$ cat config.mk
export PLATFORM = sky130hd
export DESIGN_NAME = mem_access_unit
export DESIGN_NICKNAME = d
export VERILOG_FILES = /design/src/rtl/mau_pkg.sv /design/src/rtl/mau_lane_align.sv /design/src/rtl/mem_access_unit.sv
export SDC_FILE = /design/constraint.sdc
export NUM_CORES = 1
export LEC_CHECK = 0
export CAP_MARGIN = 15
export CORE_ASPECT_RATIO = 1.1
export CORE_MARGIN = 2
export CORE_UTILIZATION = 58
export CTS_CLUSTER_DIAMETER = 150
export DETAILED_ROUTE_END_ITERATION = 8
export PLACE_DENSITY_LB_ADDON = 0.3
export RECOVER_POWER = 25
export SYNTH_ARGS = -nofsm -noshare
export SYNTH_HDL_FRONTEND = slang
export SYNTH_SLANG_ARGS = --single-unit
$ cat constraint.sdc
create_clock -name clk -period 8.7 [get_ports clk]
set_input_delay 1.74 -clock clk [delete_from_list [all_inputs] [get_ports clk]]
set_output_delay 1.74 -clock clk [all_outputs]
set_load 0.005 [all_outputs]
$ cat src/rtl/mau_pkg.sv
// Shared types and helpers for the memory access unit.
// Lane masks are sized for the widest supported bus (2 x 16 lanes).
package mau_pkg;

  typedef enum logic [1:0] {
    IDLE,
    BEAT0,
    BEAT1,
    RESP
  } state_e;

  localparam logic [1:0] SZ_BYTE  = 2'd0;
  localparam logic [1:0] SZ_HALF  = 2'd1;
  localparam logic [1:0] SZ_WORD  = 2'd2;
  localparam logic [1:0] SZ_DWORD = 2'd3;

  function automatic logic [31:0] lane_mask(
    input logic [1:0] size,
    input logic [3:0] ofs
  );
    logic [31:0] m;
    m = (32'd1 << (4'd1 << size)) - 32'd1;
    return m << ofs;
  endfunction

endpackage

$ cat src/rtl/mau_lane_align.sv
// Byte-lane steering for stores and extract/extend for loads.
// Purely combinational; beat halves are split from a 2-word view.
module mau_lane_align
  import mau_pkg::*;
#(
  parameter int DATA_W = 32,
  localparam int BYTES = DATA_W / 8,
  localparam int OFS_W = $clog2(BYTES)
) (
  input  logic [OFS_W-1:0]    ofs,
  input  logic [1:0]          size,
  input  logic                sext,
  input  logic [DATA_W-1:0]   wdata,
  input  logic [2*DATA_W-1:0] rbuf,
  output logic                split,
  output logic [BYTES-1:0]    be0,
  output logic [BYTES-1:0]    be1,
  output logic [DATA_W-1:0]   wd0,
  output logic [DATA_W-1:0]   wd1,
  output logic [DATA_W-1:0]   rdata
);

  logic [31:0]         mask;
  logic [OFS_W+4:0]    span;
  logic [2*DATA_W-1:0] sdata;
  logic [2*DATA_W-1:0] raw;
  logic [6:0]          nbits;
  logic [DATA_W-1:0]   keep;
  logic [DATA_W-1:0]   top;
  logic                sign;

  assign mask = lane_mask(size, 4'(ofs));
  assign be0  = mask[BYTES-1:0];
  assign be1  = mask[2*BYTES-1:BYTES];

  assign span  = (OFS_W+5)'(ofs) + ((OFS_W+5)'(1) << size);
  assign split = span > (OFS_W+5)'(BYTES);

  assign sdata = {{DATA_W{1'b0}}, wdata} << {ofs, 3'b000};
  assign wd0   = sdata[DATA_W-1:0];
  assign wd1   = sdata[2*DATA_W-1:DATA_W];

  // keep covers the access width; top isolates its msb for sign
  assign raw   = rbuf >> {ofs, 3'b000};
  assign nbits = 7'd8 << size;
  assign keep  = ~({DATA_W{1'b1}} << nbits);
  assign top   = keep ^ (keep >> 1);
  assign sign  = sext & (|(raw[DATA_W-1:0] & top));
  assign rdata = (raw[DATA_W-1:0] & keep)
               | (sign ? ~keep : '0);

endmodule

$ cat src/rtl/mem_access_unit.sv
// Load/store bus master: splits misaligned accesses into two beats,
// steers lanes, extends loads and optionally times out on waitrequest.
module mem_access_unit
  import mau_pkg::*;
#(
  parameter int DATA_W   = 32,
  parameter int ADDR_W   = 32,
  parameter int MAX_WAIT = 0,
  localparam int BYTES   = DATA_W / 8
) (
  input  logic              clk,
  input  logic              reset,
  input  logic              req_valid,
  output logic              req_ready,
  input  logic              req_write,
  input  logic [1:0]        req_size,
  input  logic              req_signed,
  input  logic [ADDR_W-1:0] req_addr,
  input  logic [DATA_W-1:0] req_wdata,
  output logic              resp_valid,
  output logic [DATA_W-1:0] resp_rdata,
  output logic              resp_err,
  output logic              busy,
  output logic [ADDR_W-1:0] address,
  output logic              read,
  output logic              write,
  input  logic              waitrequest,
  output logic [DATA_W-1:0] writedata,
  output logic [BYTES-1:0]  byteenable,
  input  logic [DATA_W-1:0] readdata
);

  localparam int OFS_W = $clog2(BYTES);
  localparam int CW = (MAX_WAIT > 1) ? $clog2(MAX_WAIT + 1) : 1;

  state_e              state_q, state_d;
  logic                wr_q, wr_d;
  logic                sext_q, sext_d;
  logic [1:0]          size_q, size_d;
  logic [ADDR_W-1:0]   addr_q, addr_d;
  logic [ADDR_W-1:0]   address_q, address_d;
  logic [DATA_W-1:0]   wdata_q, wdata_d;
  logic [DATA_W-1:0]   wd_q, wd_d;
  logic [DATA_W-1:0]   rdata_q, rdata_d;
  logic [2*DATA_W-1:0] buf_q, buf_d, buf_nx;
  logic [CW-1:0]       wcnt_q, wcnt_d;
  logic [BYTES-1:0]    be_q, be_d;
  logic                read_q, read_d;
  logic                write_q, write_d;
  logic                rv_q, rv_d;
  logic                err_q, err_d;

  logic                idle, strobe, done, tmo, illegal;
  logic [ADDR_W-1:0]   a_addr, a_base;
  logic [1:0]          a_size;
  logic                a_sext;
  logic [DATA_W-1:0]   a_wdata;
  logic                split;
  logic [BYTES-1:0]    be0, be1;
  logic [DATA_W-1:0]   wd0, wd1, ext;

  // in IDLE the aligner sees the live request so beat0 is registered
  assign idle    = state_q == IDLE;
  assign a_addr  = idle ? req_addr : addr_q;
  assign a_size  = idle ? req_size : size_q;
  assign a_sext  = idle ? req_signed : sext_q;
  assign a_wdata = idle ? req_wdata : wdata_q;
  assign a_base  = {a_addr[ADDR_W-1:OFS_W], {OFS_W{1'b0}}};

  assign buf_nx = (state_q == BEAT1)
                ? {readdata, buf_q[DATA_W-1:0]}
                : {buf_q[2*DATA_W-1:DATA_W], readdata};

  mau_lane_align #(.DATA_W(DATA_W)) u_align (
    .ofs   (a_addr[OFS_W-1:0]),
    .size  (a_size),
    .sext  (a_sext),
    .wdata (a_wdata),
    .rbuf  (buf_nx),
    .split (split),
    .be0   (be0),
    .be1   (be1),
    .wd0   (wd0),
    .wd1   (wd1),
    .rdata (ext)
  );

  assign strobe  = read_q | write_q;
  assign done    = strobe & ~waitrequest;
  assign tmo     = (MAX_WAIT > 0) && strobe && waitrequest
                && (32'(wcnt_q) + 32'd1 == 32'(MAX_WAIT));
  assign illegal = (5'd1 << req_size) > 5'(BYTES);

  always_comb begin
    state_d   = state_q;
    wr_d      = wr_q;
    sext_d    = sext_q;
    size_d    = size_q;
    addr_d    = addr_q;
    wdata_d   = wdata_q;
    address_d = address_q;
    wd_d      = wd_q;
    be_d      = be_q;
    buf_d     = buf_q;
    wcnt_d    = wcnt_q;
    read_d    = read_q;
    write_d   = write_q;
    rv_d      = 1'b0;
    err_d     = 1'b0;
    rdata_d   = '0;
    unique case (state_q)
      IDLE: begin
        if (req_valid) begin
          wr_d    = req_write;
          sext_d  = req_signed;
          size_d  = req_size;
          addr_d  = req_addr;
          wdata_d = req_wdata;
          if (illegal) begin
            state_d = RESP;
            rv_d    = 1'b1;
            err_d   = 1'b1;
          end else begin
            state_d   = BEAT0;
            read_d    = ~req_write;
            write_d   = req_write;
            address_d = a_base;
            be_d      = be0;
            wd_d      = wd0;
            wcnt_d    = '0;
          end
        end
      end
      BEAT0, BEAT1: begin
        if (done) begin
          buf_d = buf_nx;
          if (state_q == BEAT0 && split) begin
            state_d   = BEAT1;
            address_d = address_q + ADDR_W'(BYTES);
            be_d      = be1;
            wd_d      = wd1;
            wcnt_d    = '0;
          end else begin
            state_d   = RESP;
            read_d    = 1'b0;
            write_d   = 1'b0;
            address_d = '0;
            be_d      = '0;
            wd_d      = '0;
            rv_d      = 1'b1;
            rdata_d   = wr_q ? '0 : ext;
          end
        end else if (tmo) begin
          state_d   = RESP;
          read_d    = 1'b0;
          write_d   = 1'b0;
          address_d = '0;
          be_d      = '0;
          wd_d      = '0;
          rv_d      = 1'b1;
          err_d     = 1'b1;
        end else if (waitrequest) begin
          wcnt_d = wcnt_q + 1'b1;
        end
      end
      RESP: state_d = IDLE;
      default: state_d = IDLE;
    endcase
  end

  always_ff @(posedge clk or negedge reset) begin
    if (!reset) begin
      state_q   <= IDLE;
      wr_q      <= 1'b0;
      sext_q    <= 1'b0;
      size_q    <= '0;
      addr_q    <= '0;
      wdata_q   <= '0;
      address_q <= '0;
      wd_q      <= '0;
      be_q      <= '0;
      buf_q     <= '0;
      wcnt_q    <= '0;
      read_q    <= 1'b0;
      write_q   <= 1'b0;
      rv_q      <= 1'b0;
      err_q     <= 1'b0;
      rdata_q   <= '0;
    end else begin
      state_q   <= state_d;
      wr_q      <= wr_d;
      sext_q    <= sext_d;
      size_q    <= size_d;
      addr_q    <= addr_d;
      wdata_q   <= wdata_d;
      address_q <= address_d;
      wd_q      <= wd_d;
      be_q      <= be_d;
      buf_q     <= buf_d;
      wcnt_q    <= wcnt_d;
      read_q    <= read_d;
      write_q   <= write_d;
      rv_q      <= rv_d;
      err_q     <= err_d;
      rdata_q   <= rdata_d;
    end
  end

  assign req_ready  = idle;
  assign busy       = ~idle;
  assign address    = address_q;
  assign read       = read_q;
  assign write      = write_q;
  assign writedata  = wd_q;
  assign byteenable = be_q;
  assign resp_valid = rv_q;
  assign resp_err   = err_q;
  assign resp_rdata = rdata_q;

endmodule

**Word-level counts from Yosys, hierarchy flattened**

Index checks and enable logic that the tools add are counted.

- Bits in registers: 238
- Input port bits: 104
- Output and inout port bits: 106
- Logic and storage cells: 102

- Add/subtract/negate cells: 3
- $lt $le $gt $ge: 2
- Equality and inequality tests: 7
- Shifts and indexed selects: 9
- Muxes and demuxes: 44
- Bitwise operators: 12
- Reductions and logical operators: 10

Operator list:

| operator | number |
|---|---|
| 32-bit 2-to-1 mux | 15 |
| 32-bit case mux with 2 select lines | 2 |
| 32-bit bitwise AND | 2 |
| 64-bit 2-to-1 mux | 1 |
| 32-bit NOT | 2 |
| 32-bit by 5-bit << shifter with 64-bit output | 1 |
| 64-bit by 5-bit >> shifter with 32-bit output | 1 |
| 32-bit by 3-bit adder with 32-bit output (second input constant) | 1 |
| 32-bit bitwise OR | 1 |
| 32-bit OR reduction | 1 |
| 1-bit by 4-bit << shifter with 32-bit output (first input constant) | 1 |
| 32-bit by 2-bit << shifter with 8-bit output | 1 |
| 32-bit by 7-bit << shifter with 32-bit output (first input constant) | 1 |
| 32-bit by 1-bit subtractor with 32-bit output (second input constant) | 1 |
| 32-bit by 31-bit XOR with 32-bit output | 1 |
| 4-bit 2-to-1 mux | 4 |
| 1-bit 2-to-1 mux | 13 |
| 2-bit 2-to-1 mux | 4 |
| 2-bit != test (second input constant) | 4 |
| 4-bit case mux with 2 select lines | 1 |
| 2-bit by 7-bit adder with 7-bit output | 1 |
| 7-bit by 3-bit > comparator with 1-bit output (second input constant) | 1 |
| 1-bit by 2-bit << shifter with 7-bit output (first input constant) | 1 |
| 4-bit by 2-bit << shifter with 7-bit output (first input constant) | 1 |
| other kinds (17) | 25 |

**Depth between registers and ports, before layout**

Gate-level depths: netlist of the first run.

- Depth after elaboration: 15
- Mapped depth: 17
- Depth with buffers taken out: 13

**Modules after synthesis**

A second synthesis of the first run with hierarchy kept.

- Cells, all modules: 1187
- Area total of the unflattened synthesis: 13598.0 sq um

Modules (own cells, without submodules):

| module | instances | cells each | area an instance (sq um) | seq. area each (sq um) |
|---|---|---|---|---|
| mem_access_unit | 1 | 934 | 11459.7 | 5905.7 |
| mau_lane_align | 1 | 253 | 2138.3 | 0.0 |

**Least setup slack after synthesis of the first run**

OpenSTA, ideal clock, no wires.

- Path kind: input port to flip-flop
- Start point: in req_addr[0]
- End point: reg rdata_q[20] (netlist: resp_rdata[20])
- Setup time: 0.080 ns
- Data arrival time: 4.864 ns
- Data required time: 8.620 ns
- Path slack: 3.755 ns
- Cell stages on the path: 15
- Buffers on the path: 5
- Path through: buf_2 mux2i_4 inv_4 buf_2 buf_2 ha_1 inv_1 fa_1 nand2b_1 and4b_1 or4b_4 buf_6 a211o_4 buf_6 nor3_2

- Cells in the longest elaborated chain, start to end: 11
- Elaborated cells between the ends (all ways): 15
- Those cells by class: add/sub: 1; order compare: 1; shift: 1; mux: 6; bitwise: 4; reduce/logical: 2

RTL lines:

| item | RTL line | RTL |
|---|---|---|
| from (decl) | mem_access_unit.sv:18 | `input logic [ADDR_W-1:0] req_addr,` |
| 32-bit 2-to-1 mux * | mem_access_unit.sv:64 | `assign a_addr = idle ? req_addr : addr_q;` |
| 64-bit by 5-bit >> shifter with 32-bit output | mau_lane_align.sv:44 | `assign raw = rbuf >> {ofs, 3'b000};` |
| 32-bit bitwise AND | mau_lane_align.sv:48 | `assign sign = sext & (\|(raw[DATA_W-1:0] & top));` |
| 32-bit OR reduction | mau_lane_align.sv:48 |  |
| 1-bit bitwise AND | mau_lane_align.sv:48 |  |
| 32-bit 2-to-1 mux | mau_lane_align.sv:50 | `\| (sign ? ~keep : '0);` |
| 32-bit bitwise OR | mau_lane_align.sv:50 |  |
| 32-bit 2-to-1 mux | mem_access_unit.sv:151 | `rdata_d = wr_q ? '0 : ext;` |
| 32-bit 2-to-1 mux * | mem_access_unit.sv:137 | `if (state_q == BEAT0 && split) begin` |
| 32-bit 2-to-1 mux * | mem_access_unit.sv:135 | `if (done) begin` |
| 32-bit 2-to-1 mux * | mem_access_unit.sv:111 | `unique case (state_q)` |
| named net rdata_d[20] | mem_access_unit.sv:44 | `logic [DATA_W-1:0] rdata_q, rdata_d;` |
| to (signal assigned) | mem_access_unit.sv:205 | `rdata_q <= rdata_d;` |
| to (decl) | mem_access_unit.sv:44 |  |

Mark *: on every way through the listed nets, which the timed path passes. The rest lies on a longest branch.
A chain may end at the register's enable or synchronous reset.

**Final worst setup path of the first run**

- Start point: in req_size[1]
- End point: reg wd_q[18] (netlist: writedata[18])

- Cells in the longest elaborated chain, start to end: 8
- Elaborated cells between the ends (all ways): 12
- Those cells by class: add/sub: 1; order compare: 2; eq/ne: 1; shift: 2; mux: 4; reduce/logical: 2

RTL lines:

| item | RTL line | RTL |
|---|---|---|
| from (decl) | mem_access_unit.sv:16 | `input logic [1:0] req_size,` |
| 2-bit 2-to-1 mux | mem_access_unit.sv:65 | `assign a_size = idle ? req_size : size_q;` |
| 1-bit by 2-bit << shifter with 7-bit output | mau_lane_align.sv:36 | `assign span = (OFS_W+5)'(ofs) + ((OFS_W+5)'(1) << size);` |
| 2-bit by 7-bit adder with 7-bit output | mau_lane_align.sv:36 |  |
| 7-bit by 3-bit > comparator with 1-bit output | mau_lane_align.sv:37 | `assign split = span > (OFS_W+5)'(BYTES);` |
| 1-bit logical AND | mem_access_unit.sv:137 |  |
| 32-bit 2-to-1 mux | mem_access_unit.sv:137 |  |
| 32-bit 2-to-1 mux | mem_access_unit.sv:135 |  |
| 32-bit case mux with 2 select lines | mem_access_unit.sv:111 |  |
| to (signal assigned) | mem_access_unit.sv:197 | `wd_q <= wd_d;` |
| to (decl) | mem_access_unit.sv:43 | `logic [DATA_W-1:0] wd_q, wd_d;` |

Several ways; a longest one is shown, not always the timed one. The select of a mux whose other input is x is not followed.

==> impl_metrics.py, run 1 <==
metrics = {
    "global_routing": {
        "antenna_found_initial": 1,
        "grt.overflow.total": 0,
        "grt_start_max_net_pins": 83,
        "grt_pass1_wl_mm": 54.8,
        "track_usage_pct": 30.4,
        "grt_pass1_vias": 10400,
    },
    "sta": {
        "final-hold-violation-count": 0,
        "finalSetupTns_ns": 0,
        "rsz0062_at_grt": "false",
        "tightestPinTransition_ns": 4.38,
        "fin_hold_ws_ns": 0.484,
        "fin_crit_sh_pct": 64.7,
        "skew_ns": 0.0168,
        "slew_violations": 81,
        "setup_viol": 0,
        "fmax_mhz": 178,
        "timing.final.crit_period_ns": 5.63,
        "slew_headroom_pct": -192,
    },
    "clock_network": {
        "cts_hold_buf": 0,
        "cts.sinks": 228,
        "cts-root-buf": "clkbuf_16",
        "cts_resized": 0,
        "cts.clk_slew.worst_paths_ns": 0.06,
        "cts_setup_buffers": 0,
        "htree_num_levels": 1,
        "clk_latency_ns": 0.53,
        "cts_tree": "built",
        "cts_buffer_depth": 3,
        "cts_buffers": 25,
    },
    "detailed_routing": {
        "post_drt_wl_per_cell_um": 21.2,
        "vias": 10600,
        "firstDrtPassIters": 5,
        "post_drt_via_cell_ratio": 6.37,
        "ant_nets": 0,
        "drt_iter0_drc": 889,
        "drc": 0,
        "totalWireLength_mm": 35.2,
    },
    "finish": {
        "area_growth_pct": 24.8,
        "mostFrequentLayoutCells": "228 x dfrtp_1, 204 x clkdlybuf4s50_1, 147 x mux2_2, 107 x nand2_1, 99 x mux2i_1",
        "stdcell_area_um2": 15700,
        "fillCellCount": 1546,
        "fin_cells": 1660,
        "final_common_cell": "dfrtp_1",
        "drive_above_1_share_pct": 17.6,
        "fin_util_pct": 73.6,
        "diodes": 0,
        "nNetsFinal": 1464,
    },
    "min_path": {
        "holdCritStartpoint": "buf_q[31]",
        "hp-class": "flip-flop to flip-flop",
        "min_path_cells": 2,
        "whs_endpoint": "buf_q[31]",
    },
    "logic_synthesis": {
        "synth_area_leaders": "dfrtp_1 45%, mux2_2 13%, mux2i_1 7.9%, nand2_1 3.2%, nand3_1 3.2%",
        "syn-cell-area_um2": 12600,
        "syn_inst": 1192,
        "synth-edff-count": 0,
        "syn_area_per_cell_um2": 10.5,
        "synth_area_leader_cell": "dfrtp_1",
        "ys_types": 66,
        "synthFlopType": "dfrtp_1",
        "synth_top_area_share_pct": 45.4,
        "synthArstFlopShare_pct": 100,
        "synth_warnings": 0,
        "ys_ff_latch": 228,
        "ys_seq_area_share_pct": 45.4,
    },
    "worst_setup_path": {
        "crit_arrival_ns": 6.06,
        "rr_worst_depth": 13,
        "timing.rr.start": "state_q[0]",
        "crit_path_end_kind": "flip-flop",
        "r2r_setup_slack_ns": 3.83,
        "criticalPathCategory": "input pin to flip-flop",
        "reg2reg_to": "writedata[18]",
        "cp.required_ns": 9.13,
        "cp_max_fo": 47,
        "cp-start-kind": "input pin",
    },
    "die": {
        "core-area_um2": 21300,
        "dieArea_um2": 22900,
        "start_util_pct": 59.0,
        "die_y_um": 158,
        "die-width_um": 144,
        "core.rowCount": 56,
        "ioPinCount": 210,
    },
    "power": {
        "peakVddDrop_mv": 0.362,
        "p_per_area_nw_per_um2": 406,
        "leakagePower_nw": 6.46,
    },
    "placed_design": {
        "port_buffers": 207,
        "dp_hpwl_mm": 22.6,
        "place_congestion": 0.913,
        "placed_area_um2": 14800,
        "dp.cells": 1614,
    },
    "run": {
        "drv_cap": 1,
    },
    "run_status": {
        "violations": "max-capacitance violations, max-slew violations",
        "status": "finished, violations left",
    },
}
critical path, cell delays in order:
cell and delay [ns]:
dlygate4sd3_1 0.73, mux2i_1 0.24, nand2_1 0.18, clkinv_1 0.35, ha_1 0.33, inv_1 0.07
fa_1 0.41, nand2b_1 0.10, and4b_1 0.31, o31a_2 0.89, nand3_1 0.43, o21ai_0 0.27
worst max path at each step:
stage,start,to,slack [ns],cells past startpoint
final,req_size[1],writedata[18],3.07,12
after global routing,reset,resp_rdata[2],2.28,2
after CTS,req_addr[0],write,3.11,12
after detailed placement,req_addr[0],write,2.57,12
after global placement,req_addr[0],write,2.68,12
after floorplan,req_addr[0],resp_rdata[20],3.76,15
kinds of logic after synthesis:
logic type | synth area share (%)
buffers and inverters | 3.94
other | 0.0298
AOI/OAI and AO/OA | 12.8
and+or+nand+nor | 12.8
DFF | 45.4
adders and majority gates | 0.856
muxes | 24.1
layout make-up:
class                           instances  area (µm²)  share of cell area [%]
Inverter                               25        96.3                   0.614
Sequential cell                       228        5710                    36.4
Tap cell                              290         363                    2.31
Multi-Input combinational cell        849        6410                    40.8
Timing Repair Buffer                  223        2210                    14.1
Clock inverter                          8         190                    1.21
Clock buffer                           37         721                    4.59
power breakdown:
group	internal, mW	total, mW	switching, mW
clock network	0.748	1.18	0.433
logic	1.47	3.33	1.86
registers	1.51	1.87	0.352
total	3.73	6.38	2.65
cell usage after synthesis (all sizes together), types with 29 or more instances:
cell	instances
nor3	29
o21ai	57
a21oi	70
nor2	42
mux2i	100
mux2	149
buf	49
clkbuf	42
nand3	80
dfrtp	228
nand2	108
stage by stage:
step / setup WS [ns] / total power, mW
after global placement: 2.68 / 4.99
after floorplan: 3.76 / 4.10
after detailed placement: 2.57 / 5.10
after global routing: 2.28 / 6.76
final: 3.07 / 6.38
after CTS: 3.11 / 6.32
registers in the layout (all words and copies together), names as in the netlist, 4 cells and up:
signal and flops:
buf_q 56, addr_q 32, resp_rdata 32, wdata_q 32, writedata 32, address 30, byteenable 4
routing by layer:
metal	track usage [%]	up-vias	routed length, µm
li1	-	4730	-
met3	4.63	98	2800
met1	40.3	5206	13900
met2	50.2	530	17100
met5	0	-	13
met4	12.4	2	1330
Note: power is estimated with default switching activity, not from simulation.
==> run 2: changes to the inputs <==
- CORE_UTILIZATION: 58 -> 54
- clock period: 8.7 -> 5.31 ns (I/O delays scaled with it)
==> impl_metrics.py, run 2 (synthesized netlist as in run 1, its figures left out) <==
metrics = {
    "detailed_routing": {
        "post_drt_via_cell_ratio": 6.20,
        "vias": 10400,
        "wl_met1_mm": 14.3,
        "totalWireLength_mm": 34.5,
        "dr.max_layer_used": "met4",
        "firstDrtPassIters": 5,
        "post_drt_wl_per_cell_um": 20.6,
        "drc": 0,
        "route.met2.wl_mm": 16.8,
        "drt_iter0_drc": 783,
        "wl_met3_mm": 2.50,
        "ant_nets": 0,
    },
    "clock_network": {
        "cts_hold_buf": 0,
        "cts_resized": 0,
        "cts_buffer_depth": 3,
        "cts_tree": "built",
        "htree_num_levels": 1,
        "cts_setup_buffers": 0,
        "cts.clk_slew.worst_paths_ns": 0.06,
        "cts_buffers": 25,
        "cts.sinks": 228,
        "clk_latency_ns": 0.53,
        "cts-root-buf": "clkbuf_16",
    },
    "global_routing": {
        "grt_pass1_vias": 10200,
        "grt.overflow.total": 0,
        "antenna_found_initial": 1,
        "grt_pass1_wl_mm": 55.1,
        "track_usage_pct": 28.1,
        "grt_start_max_net_pins": 104,
    },
    "worst_setup_path": {
        "cp_slowest_cell": "o31a_2",
        "cp.required_ns": 5.75,
        "crit_path_max_incr_delay_ns": 0.85,
        "crit_path_end_kind": "flip-flop",
        "r2r_setup_slack_ns": 0.71,
        "crit_chain": "inv_1, ha_4, mux2i_1, nand2_1, clkinv_1, ha_1, inv_1, fa_1, nand2b_1, and4b_1, o31a_2, nand3_1, o21ai_0",
        "criticalPathCategory": "flip-flop to flip-flop",
        "cp_common_cell": "inv_1",
        "rr_worst_depth": 13,
        "crit_arrival_ns": 5.04,
        "cp_max_fo": 47,
        "reg2reg_to": "writedata[20]",
        "cp-start-kind": "flip-flop",
        "timing.rr.start": "state_q[0]",
        "cp_top_family": "adder cells",
        "critPathBufInv": 3,
    },
    "sta": {
        "fmax_mhz": 217,
        "finalSetupTns_ns": 0,
        "final-hold-violation-count": 0,
        "rsz0062_at_grt": "false",
        "slew_headroom_pct": -78.9,
        "skew_ns": 0.0103,
        "setup_viol": 0,
        "slew_violations": 103,
        "fin_crit_sh_pct": 86.7,
        "timing.final.crit_period_ns": 4.60,
        "tightestPinTransition_ns": 2.68,
        "fin_hold_ws_ns": 0.474,
    },
    "placed_design": {
        "placed_area_um2": 14800,
        "dp_hpwl_mm": 22.7,
        "place_congestion": 0.867,
        "port_buffers": 207,
    },
    "finish": {
        "area_growth_pct": 24.4,
        "drive_above_1_share_pct": 17.9,
        "final_common_cell": "dfrtp_1",
        "largest_register_ffs": 56,
        "mostFrequentLayoutCells": "228 x dfrtp_1, 206 x clkdlybuf4s50_1, 147 x mux2_2, 107 x nand2_1, 99 x mux2i_1",
        "stdcell_area_um2": 15600,
        "top_register": "buf_q",
        "fillCellCount": 1771,
        "fin_util_pct": 68.4,
        "nNetsFinal": 1467,
    },
    "die": {
        "core.rowCount": 58,
        "die-width_um": 149,
        "die_y_um": 164,
        "core-area_um2": 22900,
        "ioPinCount": 210,
        "start_util_pct": 55.0,
        "dieArea_um2": 24500,
    },
    "power": {
        "leakagePower_nw": 6.44,
        "peakVddDrop_mv": 0.391,
        "p_per_area_nw_per_um2": 653,
    },
    "min_path": {
        "hp-class": "flip-flop to flip-flop",
        "holdCritStartpoint": "writedata[27]",
        "whs_endpoint": "writedata[27]",
        "min_path_cells": 2,
    },
    "run_status": {
        "violations": "max-capacitance violations, max-slew violations",
        "status": "finished, violations left",
    },
    "run": {
        "drv_cap": 1,
    },
}
## run 2: cell types whose count changed in the layout (fill, tap and decap cells not counted), sizes merged
| cell | before | now |
|---|---|---|
| clkinv | 4 | 5 |
| bufinv | 6 | 2 |
| buf | 16 | 19 |
| diode | 0 | 1 |
| dlygate4sd3 | 2 | 0 |
| inv | 23 | 24 |
| clkdlybuf4s50 | 204 | 206 |
## run 2: where the power goes
group / total (mW) / leakage, nW / internal [mW] / switching (mW)
sequential: 3.01 / 2.88 / 2.48 / 0.525
combinational: 5.45 / 3.15 / 2.40 / 3.04
clock: 1.76 / 0.409 / 1.06 / 0.706
## run 2: worst reg2reg max path: stages, from the launching register on
cell      delay (ns)
dfrtp_1         0.41
inv_1           0.16
ha_4            0.55
mux2i_1         0.48
nand2_1         0.20
clkinv_1        0.10
ha_1            0.14
inv_1           0.04
fa_1            0.43
nand2b_1        0.12
and4b_1         0.35
o31a_2          0.85
nand3_1         0.42
o21ai_0         0.26
## run 2: cell type report
type / instances / area, µm² / area share [%]
timing repair buffer: 226 / 2220 / 14.2
clock inverter: 6 / 83.8 / 0.536
antenna: 1 / 2.50 / 0.0160
multi-input combinational: 849 / 6410 / 41.0
sequential: 228 / 5710 / 36.5
tap: 300 / 375 / 2.40
clock buffer: 37 / 741 / 4.74
inverter: 25 / 96.3 / 0.616
## run 2: worst max path at each step
stage | from | endpoint | cells past startpoint
floorplan | req_addr[0] | resp_rdata[20] | 15
global placement | req_size[0] | writedata[19] | 12
detailed placement | req_size[0] | writedata[20] | 12
CTS | state_q[0] | writedata[17] | 13
global route | state_q[0] | writedata[20] | 13
finish | state_q[0] | writedata[20] | 13
## run 2: routing by layer
| layer | track usage [%] | up-vias |
|---|---|---|
| met1 | 38.3 | 5107 |
| met5 | 0 | - |
| met4 | 8.74 | 0 |
| met2 | 46.2 | 461 |
| met3 | 4.64 | 63 |
| li1 | - | 4731 |
## run 2: metrics by stage
stage / power (mW) / setup slack, ns / std cells
after floorplan: 6.71 / 1.04 / 1193
after global placement: 8.22 / 0.662 / 1628
after detailed placement: 8.40 / 0.501 / 1628
after CTS: 10.2 / 0.746 / 1671
after global routing: 10.9 / 0.386 / 1672
final: 10.2 / 0.708 / 1672
==> run 3: changes to the inputs <==
- HOLD_SLACK_MARGIN: default -> 0.02
==> results of run 3 <==
The final DEF is identical to that of run 2; final timing and power are the same.
